File: src/rtl/msf_pkg.sv
// Shared constants and scan-state encoding for the MSF/DCF
// low-time scheduler.
package msf_pkg;

    localparam int MSF_CARRIER_FRANKFURT = 77499;
    localparam int MSF_SLOT_SHIFT        = 7;
    localparam int SECONDS_MINUTE        = 59;

    typedef enum logic [1:0] {
        IDLE  = 2'd0,
        ISSUE = 2'd1,
        DRAIN = 2'd2,
        DONE  = 2'd3
    } scan_state_e;

    // Slot index to carrier count: {idx, shift zeros}.
    function automatic logic [16:0] slot_to_carrier(
        input logic [16:0] idx,
        input int          shift
    );
        return idx << shift;
    endfunction

endpackage

File: src/rtl/msf_minmax_track.sv
// Streaming min/max/argmin tracker. The first valid sample
// after clear loads both extremes; ties keep the lowest index.
module msf_minmax_track #(
    parameter int ADDR_W = 10,
    parameter int DATA_W = 32
) (
    input  logic              clk,
    input  logic              aresetn,
    input  logic              clear_i,
    input  logic              valid_i,
    input  logic [ADDR_W-1:0] index_i,
    input  logic [DATA_W-1:0] data_i,
    output logic [DATA_W-1:0] min_o,
    output logic [DATA_W-1:0] max_o,
    output logic [ADDR_W-1:0] min_idx_o
);

    logic              first_q;
    logic [DATA_W-1:0] min_q;
    logic [DATA_W-1:0] max_q;
    logic [ADDR_W-1:0] idx_q;

    // Fold each valid sample into the running extremes.
    always_ff @(posedge clk or negedge aresetn) begin
        if (!aresetn) begin
            first_q <= 1'b1;
            min_q   <= '0;
            max_q   <= '0;
            idx_q   <= '0;
        end else if (clear_i) begin
            first_q <= 1'b1;
        end else if (valid_i) begin
            first_q <= 1'b0;
            if (first_q || (data_i < min_q)) begin
                min_q <= data_i;
                idx_q <= index_i;
            end
            if (first_q || (data_i > max_q)) begin
                max_q <= data_i;
            end
        end
    end

    assign min_o     = min_q;
    assign max_o     = max_q;
    assign min_idx_o = idx_q;

endmodule

File: src/rtl/msf_low_time_scan.sv
// Scans the per-second amplitude BRAM for the quietest slot and
// publishes it as low_time for the one-second marker.
module msf_low_time_scan
    import msf_pkg::*;
#(
    parameter int ADDR_W       = 10,
    parameter int DATA_W       = 32,
    parameter int RD_LATENCY   = 2,
    parameter int LOW_SHIFT    = MSF_SLOT_SHIFT,
    parameter int SCAN_SECOND  = 0,
    parameter int MIN_CONTRAST = 256
) (
    input  logic              clk,
    input  logic              aresetn,
    input  logic              enable,
    input  logic              scan_start,
    input  logic              one_sec_marker,
    input  logic [5:0]        second_counter,
    input  logic [16:0]       msf_frequency,
    output logic [ADDR_W-1:0] bram_addr,
    output logic              bram_en,
    input  logic [DATA_W-1:0] bram_rdata,
    output logic [16:0]       low_time,
    output logic              low_time_valid,
    output logic [DATA_W-1:0] min_value,
    output logic              scan_busy,
    output logic              scan_done,
    output logic              scan_rejected
);

    scan_state_e       state_q, state_d;
    logic [ADDR_W-1:0] addr_q, addr_d;
    logic              en_q, en_d;
    logic [ADDR_W-1:0] last_q, last_d;
    logic [2:0]        drain_q, drain_d;
    logic              marker_q;
    logic              busy_q;
    logic              done_q;
    logic [16:0]       low_time_q;
    logic              lt_valid_q;
    logic [DATA_W-1:0] min_value_q;
    logic              rejected_q;

    logic [RD_LATENCY-1:0] vld_sr_q;
    logic [ADDR_W-1:0]     idx_sr_q [RD_LATENCY];

    logic              trigger;
    logic              clear;
    logic [ADDR_W-1:0] last_index;
    logic [DATA_W-1:0] trk_min;
    logic [DATA_W-1:0] trk_max;
    logic [ADDR_W-1:0] trk_idx;
    logic [DATA_W-1:0] span;
    logic              accept;

    assign last_index = ADDR_W'(msf_frequency >> LOW_SHIFT);

    // A trigger is only honoured when no scan is in flight.
    assign trigger = (state_q == IDLE) && !busy_q &&
                     (scan_start ||
                      (enable && one_sec_marker && !marker_q &&
                       (second_counter == 6'(SCAN_SECOND))));

    assign span   = trk_max - trk_min;
    assign accept = span >= DATA_W'(MIN_CONTRAST);

    // Scan sequencer: issue every address, then let reads drain.
    always_comb begin
        state_d = state_q;
        addr_d  = addr_q;
        en_d    = 1'b0;
        last_d  = last_q;
        drain_d = drain_q;
        clear   = 1'b0;
        unique case (state_q)
            IDLE: begin
                if (trigger) begin
                    state_d = ISSUE;
                    addr_d  = '0;
                    en_d    = 1'b1;
                    last_d  = last_index;
                    clear   = 1'b1;
                end
            end
            ISSUE: begin
                if (addr_q == last_q) begin
                    state_d = DRAIN;
                    addr_d  = '0;
                    drain_d = '0;
                end else begin
                    en_d   = 1'b1;
                    addr_d = addr_q + 1'b1;
                end
            end
            DRAIN: begin
                if (drain_q == 3'(RD_LATENCY - 1)) begin
                    state_d = DONE;
                end else begin
                    drain_d = drain_q + 1'b1;
                end
            end
            DONE: begin
                state_d = IDLE;
            end
            default: begin
                state_d = IDLE;
            end
        endcase
    end

    // Sequencer state and marker edge history.
    always_ff @(posedge clk or negedge aresetn) begin
        if (!aresetn) begin
            state_q  <= IDLE;
            addr_q   <= '0;
            en_q     <= 1'b0;
            last_q   <= '0;
            drain_q  <= '0;
            marker_q <= 1'b0;
        end else begin
            state_q  <= state_d;
            addr_q   <= addr_d;
            en_q     <= en_d;
            last_q   <= last_d;
            drain_q  <= drain_d;
            marker_q <= one_sec_marker;
        end
    end

    // Valid/index pipeline aligned to the BRAM read latency.
    always_ff @(posedge clk or negedge aresetn) begin
        if (!aresetn) begin
            vld_sr_q <= '0;
            for (int i = 0; i < RD_LATENCY; i++) begin
                idx_sr_q[i] <= '0;
            end
        end else begin
            vld_sr_q[0] <= en_q;
            idx_sr_q[0] <= addr_q;
            for (int i = 1; i < RD_LATENCY; i++) begin
                vld_sr_q[i] <= vld_sr_q[i-1];
                idx_sr_q[i] <= idx_sr_q[i-1];
            end
        end
    end

    msf_minmax_track #(
        .ADDR_W (ADDR_W),
        .DATA_W (DATA_W)
    ) u_track (
        .clk       (clk),
        .aresetn   (aresetn),
        .clear_i   (clear),
        .valid_i   (vld_sr_q[RD_LATENCY-1]),
        .index_i   (idx_sr_q[RD_LATENCY-1]),
        .data_i    (bram_rdata),
        .min_o     (trk_min),
        .max_o     (trk_max),
        .min_idx_o (trk_idx)
    );

    // Results move to the outputs only when the scan completes.
    always_ff @(posedge clk or negedge aresetn) begin
        if (!aresetn) begin
            busy_q      <= 1'b0;
            done_q      <= 1'b0;
            low_time_q  <= '0;
            lt_valid_q  <= 1'b0;
            min_value_q <= '0;
            rejected_q  <= 1'b0;
        end else begin
            done_q <= (state_q == DONE);
            if (trigger) begin
                busy_q <= 1'b1;
            end else if (done_q) begin
                busy_q <= 1'b0;
            end
            if (state_q == DONE) begin
                min_value_q <= trk_min;
                if (accept) begin
                    low_time_q <= slot_to_carrier(17'(trk_idx), LOW_SHIFT);
                    lt_valid_q <= 1'b1;
                    rejected_q <= 1'b0;
                end else begin
                    rejected_q <= 1'b1;
                end
            end
        end
    end

    assign bram_addr      = addr_q;
    assign bram_en        = en_q;
    assign low_time       = low_time_q;
    assign low_time_valid = lt_valid_q;
    assign min_value      = min_value_q;
    assign scan_busy      = busy_q;
    assign scan_done      = done_q;
    assign scan_rejected  = rejected_q;

endmodule

File: config.mk
export PLATFORM = sky130hd
export DESIGN_NAME = msf_low_time_scan
export DESIGN_NICKNAME = d
export VERILOG_FILES = /design/src/rtl/msf_pkg.sv /design/src/rtl/msf_minmax_track.sv /design/src/rtl/msf_low_time_scan.sv
export SDC_FILE = /design/constraint.sdc
export NUM_CORES = 1
export LEC_CHECK = 0
export CORE_AREA = 2 2 144 146
export DETAILED_ROUTE_END_ITERATION = 8
export DIE_AREA = 0 0 146 148
export HOLD_SLACK_MARGIN = 0.08
export PLACE_DENSITY_LB_ADDON = 0.12
export SLEW_MARGIN = 40
export SYNTH_ARGS = -nofsm -noshare
export SYNTH_HDL_FRONTEND = slang
export SYNTH_SLANG_ARGS = --single-unit
File: constraint.sdc
create_clock -name clk -period 5.55 [get_ports clk]
set_clock_uncertainty 0.2 [all_clocks]
set_input_delay 0.8325 -clock clk [delete_from_list [all_inputs] [get_ports clk]]
set_output_delay 0.8325 -clock clk [all_outputs]
set_load 0.1 [all_outputs]
# Yosys cells after proc, flatten, opt, wreduce, memory -nomap -nowiden
# Index checks and enable logic that the tools add are counted.
classes:
  n_eq_ne: 9
  n_bitwise: 1
  mux: 19
  n_reduce_logical: 23
  n_lt_le_gt_ge: 3
  addsub: 3
op_table:
  columns: ["operator", "n"]
  rows:
  - ["$ge 32x9->1 const B", 1]
  - ["$gt 32x32->1", 1]
  - ["$lt 32x32->1", 1]
  - ["$sub 32x32->32", 1]
  - ["$mux 10", 2]
  - ["$pmux 10 s2", 1]
  - ["$reduce_and 3->1", 4]
  - ["$add 10x1->10 const B", 1]
  - ["$eq 10x10->1", 1]
  - ["$mux 1", 8]
  - ["$ne 2x2->1 const B", 4]
  - ["$pmux 2 s4", 1]
  - ["$reduce_bool 2->1", 4]
  - ["$logic_not 6->1", 1]
  - ["$mux 2", 3]
  - ["$mux 3", 2]
  - ["$pmux 3 s2", 1]
  - ["$reduce_and 2->1", 3]
  - ["$logic_and 1x1->1", 5]
  - ["$eq 2x2->1 const B", 2]
  - ["$add 3x1->3 const B", 1]
  - ["$eq 3x1->1 const B", 1]
  - ["$logic_or 1x1->1", 3]
  - ["$eq 2x1->1 const B", 1]
  - ["4 further kinds", 5]
word_totals:
  output_inout_bits: 64
  ff_bits: 170
  wordCells: 77

# Logic depth before layout (Yosys ltp)
# Gate-level depths: netlist of the first run.
depth:
  depth_word: 9
  mapped_depth: 15
  ltp_nobuf: 14

# By module
# Synthesis of the first run repeated with hierarchy kept, for this count alone.
unflattened:
  hier_cells: 962
  hier_area_um2: 10284.9
modules_own_cells:
  columns: ["mod", "n_inst", "area_per_inst_um2", "seq_area_each_um2", "cells_each"]
  rows:
  - ["msf_low_time_scan", 1, 5728.0, 2377.3, 575]
  - ["msf_minmax_track", 1, 4556.9, 1878.1, 387]

# Worst setup path after synthesis of the first run
# OpenSTA, ideal clock, no wires.
synth_timing:
  path_kind: "flip-flop to flip-flop"
  from: "register u_track.max_q[0] (netlist: u_track.max_o[0])"
  to: "register low_time_q[10] (netlist: low_time[10])"
  slack_ns: 1.418
  required_ns: 5.224
  path_buffers: 1
  arrival_ns: 3.806
  stages_incl_launch_ff: 16
  period_less_slack_ns: 4.132
  setup_ns: 0.126
  path_cell_list: "dfrtp_1 -> inv_1 -> ha_1 -> inv_1 -> fa_1 -> a211oi_2 -> o21ai_2 -> a21oi_4 -> nor2_2 -> or3_4 -> and3_1 -> or3_1 -> or4_1 -> o41a_1 -> buf_6 -> mux2_4"
synth_via:
  elab_chain_cells: 3
synth_rtl:
  columns: ["item", "line", "source"]
  rows:
  - ["start, declared", "msf_minmax_track.sv:20", "logic [DATA_W-1:0] max_q;"]
  - ["start signal, assigned", "msf_minmax_track.sv:39", "max_q <= data_i;"]
  - ["$sub 32x32->32", "msf_low_time_scan.sv:64", "assign span = trk_max - trk_min;"]
  - ["$ge 32x9->1", "msf_low_time_scan.sv:65", "assign accept = span >= DATA_W'(MIN_CONTRAST);"]
  - ["$reduce_and 2->1 (no source line)", null, null]
  - ["end signal, assigned", "msf_low_time_scan.sv:181", "low_time_q <= slot_to_carrier(17'(trk_idx), LOW_SHIFT);"]
  - ["end, declared", "msf_low_time_scan.sv:39", "logic [16:0] low_time_q;"]
# Every way passes these cells.
# A chain may end at the register's enable or synchronous reset.

# Worst setup path in the final report of the first run
layout_timing:
  from: "register u_track.max_q[0] (netlist: u_track.max_o[0])"
  to: "register low_time_q[8] (netlist: low_time[8])"
# The elaborated chain is that of the path after synthesis.

==> out/results.md, run 1 <==
Outcome
- **outcome** finished, final reports clean

Global route
- **met3 Resource Use GR** 3.77%
- **met2 global-route usage** 33.3%
- **most utilized layer in the global route result** met2
- **final global-route overflow total** 0
- **gr usage total** 22.2%
- **global-route met1 utilization** 32.9%
- **pin count of the biggest net entering global routing** 102
- **first-pass GRT wire length** 37900 um
- **number of global-route vias before repair** 7194
- **initial antenna violation count** 1

Logic synthesis
- **EDFF count, synth** 0
- **Synth top area share** 42.8%
- **register bit total from synthesis** 170
- **Yosys warning count** 0
- **Avg Cell Area, Syn** 10.6 um2
- **cell taking the most area after synthesis** dfrtp_1
- **summed instance area of the synthesized netlist** 9890 um2
- **Main synth FF type** dfrtp_1
- **Mapped Cells** 934
- **proportion of synthesized chip area in sequential cells** 43.0%
- **Area contributors post-synth** dfrtp_1 (43%), ha_1 (13%), mux2_2 (12%)
- **Unique masters post-synth** 70
- **Async SR Flop Fraction** 100%

Routing
- **vias per std cell** 5.53
- **post-route DRC violation count** 0
- **DRC marker count from the first detailed-route iteration** 411
- **sum of routed wire length over all layers** 23300 um
- **routed wirelength normalized by instance count** 17.5 um
- **routed vias** 7376
- **count of TritonRoute iterations in the first routing pass** 6
- **antenna viol nets, final** 0

Clock network
- **number of gates resized after CTS** 0
- **largest buffer count on any clock path** 2
- **total clock buffers created by CTS** 17
- **Clock Latency Late Sink** 440 ps
- **Clock Root Buffer** clkbuf_16
- **TritonCTS clock tree** done
- **clock net sink count** 170
- **number of levels the H-tree was split into** 4
- **clock-pin slew reported for the worst setup and hold paths after clock tree synthesis** 70 ps

Cells and area
- **area growth from synthesis to layout** 17.7%
- **filler cell count in the final layout** 1800
- **most common library cell in the layout ignoring fill and taps** dfrtp_1
- **net total in the final layout** 1211
- **layout cells sized above 1** 22.0%
- **commonest non-fill, non-tap cells in the layout** dfrtp_1 (169), mux2_2 (107), ha_1 (100)

Timing
- **Period minus WS final** 4600 ps
- **Sum Neg Setup Slack** 0 ps
- **Hold Fails Final Rpt** 0
- **maximum clock frequency** 0.217 GHz
- **endpoints failing setup** 0
- **portion of the clock cycle consumed by the worst path in the final layout** 82.8%
- **worst-margin pin slew** 740 ps
- **remaining max-slew budget at the tightest pin** 50.6%
- **setup repair after global routing missed its margin** false
- **number of max-slew violations in the final report** 0

Power
- **Gate power share** 55.5%
- **total power** 6.56 mW
- **Power Density** 564 nW/um2
- **fraction of power spent switching nets** 44.0%
- **worst ir drop on vdd** 0.270 mV
- **switching power total** 2.89 mW
- **clock group share of total power** 18.7%
- **internal cell power** 3.68 mW
- **Static Leak** 5.75 nW
- **proportion of power drawn by flip-flops and latches** 25.8%

Floorplanning
- **Die X** 146 um
- **Initial Util** 49.3%
- **total die area** 21600 um2
- **Top-Level Pins** 124
- **area inside the core boundary** 20000 um2
- **floorplan die height** 148 um
- **count of standard-cell rows** 52

Setup path
- **category of cells accounting for the largest share of critical-path delay** compound AO/OA/AOI/OAI gates
- **critical-path cell with the highest stage delay** o41a_2
- **Reg2Reg Setup Slack** 950 ps
- **cell-by-cell trace of the critical path** inv_1, ha_1, inv_1, fa_1, a211oi_2, o211ai_1, a21oi_2, nor2_1, nor2_1, xnor2_1, or4_1, or4_1, o41a_2, mux2_4
- **crit path kind** reg2reg
- **CP peak stage delay** 700 ps
- **required time worst endpoint** 5670 ps
- **crit path max fanout** 11
- **Crit. End Element** register
- **kind of start point of the critical path** register
- **critical path data arrival time** 4720 ps
- **Buffers & Inverters on Critical Path** 2

Hold path
- **hold crit path type** reg2reg

Placement
- **DP HPWL** 17500 um
- **RD Place Congestion** 0.928
- **number of I/O port buffers** 109

Flow run
- **max cap viols** 0

## path summary, 6_finish.rpt
check | start | to | cells after the start
min in group asynchronous | aresetn | min_value[16] | 2
min reg2reg | idx_sr_q[14] | idx_sr_q[4] | 0
max | u_track.max_o[0] | low_time[8] | 14
min | idx_sr_q[14] | idx_sr_q[4] | 0
max reg2reg | u_track.max_o[0] | low_time[8] | 14
max in group asynchronous | aresetn | u_track.min_idx_o[8] | 4
## routing by layer
layer	part of all wire, %	wire (um)
met1	50	11600
met2	44	10100
met3	4.8	1130
met4	1.6	369
met5	0	0
## cell families (layout without fill, tap and decap cells)
group                      after synthesis  in the layout  share of synthesized area [%]
and+or+nand+nor                        214            214                           10.4
AOI/OAI and AO/OA                      192            192                           12.8
buffers and inverters                  112            234                           4.72
muxes                                  122            122                           14.2
xor gates and xnor gates                21             21                           1.86
DFF                                    170            170                           43.0
other                                    1              8                         0.0379
adders and majority gates              102            102                           13.0
## Yosys cell counts, types with 10 or more instances
cell type,number
dfrtp_1,169
mux2_2,107
ha_1,101
nand2_1,88
inv_1,85
a21oi_1,53
o21ai_0,41
nor2_1,34
a21o_1,21
nand4_1,19
xor2_1,13
nor3_1,12
o211ai_1,12
clkbuf_1,11
nand3_1,10
## power groups by stage
stage	logic, mW	clock network [mW]	registers, mW
6_report	3.64	1.23	1.69
5_1_grt	4.02	1.30	1.73
4_1_cts	3.60	1.25	1.69
3_5_place_dp	3.57	0	1.72
3_3_place_gp	3.56	0	1.70
2_1_floorplan	2.71	0	1.65
## through the flow
step                      instances  utilization, %  area (um2)  setup slack (ps)  hold slack, ps
after floorplan                 940               -        9910              1420             131
after global placement         1298            56.2       11300               830             131
after detailed placement       1298            54.8       11000               751             135
after CTS                      1330            57.8       11600               932             149
after global routing           1332            58.0       11600               692             159
final                          1333            58.0       11600               952             148
## what timing repair did
item,4_1_cts,5_1_grt
setup buffers,0,0
endpoints found under the hold margin,0,27
hold buffers,0,1
## state kept, by name, summed over array words and instances (netlist names), 3 cells and up
name	flops
drain_q	3
low_time	10
bram_addr	10
min_value	32
last_q	10
idx_sr_q	20
u_track.min_o	32
u_track.max_o	32
u_track.min_idx_o	10
## final cells by class
type                    count  area (um2)  share of cell area [%]
multi-input cells         658        5210                    44.8
clock inverters            15         179                    1.54
well taps                 270         338                    2.90
repair buffers            117         906                    7.79
diodes                      1        2.50                  0.0215
clock buffers              17         425                    3.66
flip-flops and latches    170        4260                    36.6
inverters                  85         319                    2.74
## worst reg2reg max path: stages, from the launching register on
cell and delay, ps:
dfrtp_1 380, inv_1 70, ha_1 170, inv_1 60
fa_1 370, a211oi_2 300, o211ai_1 190, a21oi_2 340
nor2_1 90, nor2_1 120, xnor2_1 80, or4_1 540
or4_1 520, o41a_2 700, mux2_4 370
(Power assumes the default switching activity.)
==> inputs of run 2 (changes only) <==
==> constraint.sdc (replaced) <==
create_clock -name clk -period 3.75 [get_ports clk]
set_clock_uncertainty 0.2 [all_clocks]
set_input_delay 0.5625 -clock clk [delete_from_list [all_inputs] [get_ports clk]]
set_output_delay 0.5625 -clock clk [all_outputs]
set_load 0.1 [all_outputs]
==> out/results.md, run 2 (same netlist as run 1, synthesis figures left out) <==
Outcome
- **outcome** finished with violations
- **violations in the final reports** setup timing

Clock network
- **number of levels the H-tree was split into** 4, unchanged
- **total clock buffers created by CTS** 17, unchanged
- **TritonCTS clock tree** done
- **clock net sink count** 170, unchanged
- **Clock Root Buffer** clkbuf_16
- **Clock Latency Late Sink** 430 ps, about the same
- **largest buffer count on any clock path** 2, unchanged
- **clock-pin slew reported for the worst setup and hold paths after clock tree synthesis** 70 ps, about the same

Setup path
- **kind of start point of the critical path** register
- **CP peak stage delay** 480 ps, -220 ps
- **required time worst endpoint** 3860 ps, -1810 ps
- **Crit. End Element** register
- **worst reg2reg path depth** 15, +1
- **worst reg2reg endpoint** low_time[16]
- **category of cells accounting for the largest share of critical-path delay** simple AND/OR/NAND/NOR gates
- **crit path max fanout** 11, unchanged
- **startpoint of the worst register-to-register path** u_track.max_o[0]
- **Reg2Reg Setup Slack** -400 ps, -1350 ps
- **crit path kind** reg2reg
- **critical-path cell with the highest stage delay** or4_4
- **cell-by-cell trace of the critical path** inv_2, ha_4, inv_2, fa_2, a211oi_4, o21ai_2, a32oi_1, o211ai_1, nor4_2, nand3_1, or3_1, or4_4, o41a_1, buf_12, mux2_4
- **Buffers & Inverters on Critical Path** 3, +1
- **most used cell, CP** inv_2
- **cell depth of the worst setup path** 15, +1
- **critical path data arrival time** 4260 ps, -460 ps

Timing
- **number of max-slew violations in the final report** 0, unchanged
- **maximum clock frequency** 0.241 GHz, +11%
- **setup repair after global routing missed its margin** true
- **worst-margin pin slew** 681 ps, -59.6 ps
- **endpoints failing setup** 12, +12
- **portion of the clock cycle consumed by the worst path in the final layout** 111%, +28 points
- **final worst slack** -396 ps, -1350 ps
- **remaining max-slew budget at the tightest pin** 54.6%, +4.0 points
- **Sum Neg Setup Slack** -4310 ps, -4310 ps
- **Period minus WS final** 4150 ps, -452 ps
- **Hold Fails Final Rpt** 0, unchanged

Hold path
- **hold crit path type** reg2reg
- **Hold Path Origin** idx_sr_q[14]
- **endpoint of the worst hold-timing path** idx_sr_q[4]
- **cell depth of the worst hold path** 0, unchanged

Cells and area
- **commonest non-fill, non-tap cells in the layout** buf_4 (194), dfrtp_1 (169), mux2_2 (107)
- **diode count** 0, -1
- **Layout Cell Area excl Fill** 13100 um2, +12%
- **Cell Count, Final, Fillers Out** 1522, +14%
- **filler cell count in the final layout** 1648, -8.4%
- **area growth from synthesis to layout** 32.3%
- **net total in the final layout** 1401, +16%
- **most common library cell in the layout ignoring fill and taps** buf_4
- **layout cells sized above 1** 34.3%, +12 points
- **post-route core utilization** 65.3%, +7.2 points

Power
- **Gate power share** 63.6%, +8.1 points
- **clock group share of total power** 15.3%, -3.4 points
- **internal cell power** 6.89 mW, +87%
- **proportion of power drawn by flip-flops and latches** 21.1%, -4.7 points
- **switching power total** 4.69 mW, +62%
- **Power Density** 885 nW/um2, +57%
- **fraction of power spent switching nets** 40.5%, -3.5 points
- **worst ir drop on vdd** 0.438 mV, +62%
- **Static Leak** 6.65 nW, +16%

Global route
- **pin count of the biggest net entering global routing** 71, -30%
- **number of global-route vias before repair** 8133, +13%
- **gr usage total** 24.5%, +2.4 points
- **first-pass GRT wire length** 42100 um, +11%
- **initial antenna violation count** 0, -1
- **final global-route overflow total** 0, unchanged

Routing
- **vias per std cell** 5.32, -3.9%
- **post-route DRC violation count** 0, unchanged
- **count of TritonRoute iterations in the first routing pass** 5, -1
- **antenna viol nets, final** 0, unchanged
- **sum of routed wire length over all layers** 25600 um, +10%
- **routed wirelength normalized by instance count** 16.8 um, -3.5%
- **DRC marker count from the first detailed-route iteration** 405, -1.5%
- **routed vias** 8094, +9.7%

Floorplanning
- **total die area** 21600 um2, unchanged
- **floorplan die height** 148 um, unchanged
- **Top-Level Pins** 124, unchanged
- **count of standard-cell rows** 52, unchanged
- **Initial Util** 49.3%, unchanged
- **area inside the core boundary** 20000 um2, unchanged
- **Die X** 146 um, unchanged

Flow run
- **max cap viols** 0, unchanged

Placement
- **number of I/O port buffers** 109, unchanged
- **placed cell area** 12400 um2, +13%
- **RD Place Congestion** 0.906, -2.3%
- **DP HPWL** 19800 um, +13%
- **placed cells** 1488, +15%

run 2: changes by cell type in the layout (fill, tap and decap cells not counted), sizes merged:
| cell | before | now |
|---|---|---|
| buf | 65 | 255 |
| clkinv | 5 | 3 |
| clkbuf | 17 | 18 |
| diode | 1 | 0 |
| inv | 92 | 93 |
run 2: power by group through the flow:
stage | Clock [mW] | Sequential, mW | Combinational (mW)
floorplan | 0 | 2.44 | 4.02
global placement | 0 | 2.45 | 7.10
detailed placement | 0 | 2.47 | 7.15
CTS | 1.81 | 2.44 | 7.24
global route | 1.88 | 2.49 | 8.09
finish | 1.77 | 2.45 | 7.36
run 2: worst max-delay path by stage:
stage	slack, ps	startpoint	end
finish	-400	u_track.max_o[0]	low_time[16]
global route	-580	u_track.max_o[0]	low_time[16]
CTS	-390	u_track.max_o[0]	low_time[15]
floorplan	-190	u_track.max_o[0]	low_time[10]
global placement	-480	bram_rdata[25]	u_track.min_o[14]
detailed placement	-450	u_track.max_o[0]	low_time[8]
run 2: per-stage QoR:
step / hold WS [ps] / total power [mW] / worst slack (ps)
detailed placement: 135 / 9.62 / -450
CTS: 148 / 11.5 / -393
floorplan: 66.9 / 6.46 / -191
global route: 164 / 12.5 / -575
finish: 143 / 11.6 / -396
global placement: 132 / 9.55 / -483
run 2: final cells by class:
| type | instances | area (um2) | area share, % |
|---|---|---|---|
| Tap cell | 270 | 338 | 2.58 |
| Clock inverter | 14 | 151 | 1.16 |
| Sequential cell | 170 | 4260 | 32.5 |
| Timing Repair Buffer | 307 | 2330 | 17.8 |
| Multi-Input combinational cell | 658 | 5250 | 40.2 |
| Clock buffer | 18 | 429 | 3.28 |
| Inverter | 85 | 319 | 2.44 |
run 2: timing repair:
item / CTS / global route
endpoints found under the setup margin: 33 / 77
hold endpoints to repair: 65 / 0
buffers inserted: 1 / 0
pin swaps: 1 / 0
hold buffers: 1 / 0
resized for setup: 5 / 8
run 2: layer usage:
layer | vias to the layer above | global-route usage, % | wire (um)
li1 | 3934 | - | -
met1 | 3959 | 36.1 | 12600
met2 | 186 | 39.3 | 11900
met3 | 15 | 3.15 | 978
met4 | 0 | 5.00 | 202
met5 | - | 0 | 0
==> inputs of run 3 (changes only) <==
--- a/config.mk
+++ b/config.mk
@@ -8,7 +8,7 @@
 export CORE_AREA = 2 2 144 146
 export DETAILED_ROUTE_END_ITERATION = 8
 export DIE_AREA = 0 0 146 148
-export HOLD_SLACK_MARGIN = 0.08
+export HOLD_SLACK_MARGIN = 0.1
 export PLACE_DENSITY_LB_ADDON = 0.12
 export SLEW_MARGIN = 40
 export SYNTH_ARGS = -nofsm -noshare
==> results of run 3 <==
Same layout as run 2: the final DEF is identical, and so are final timing and power.
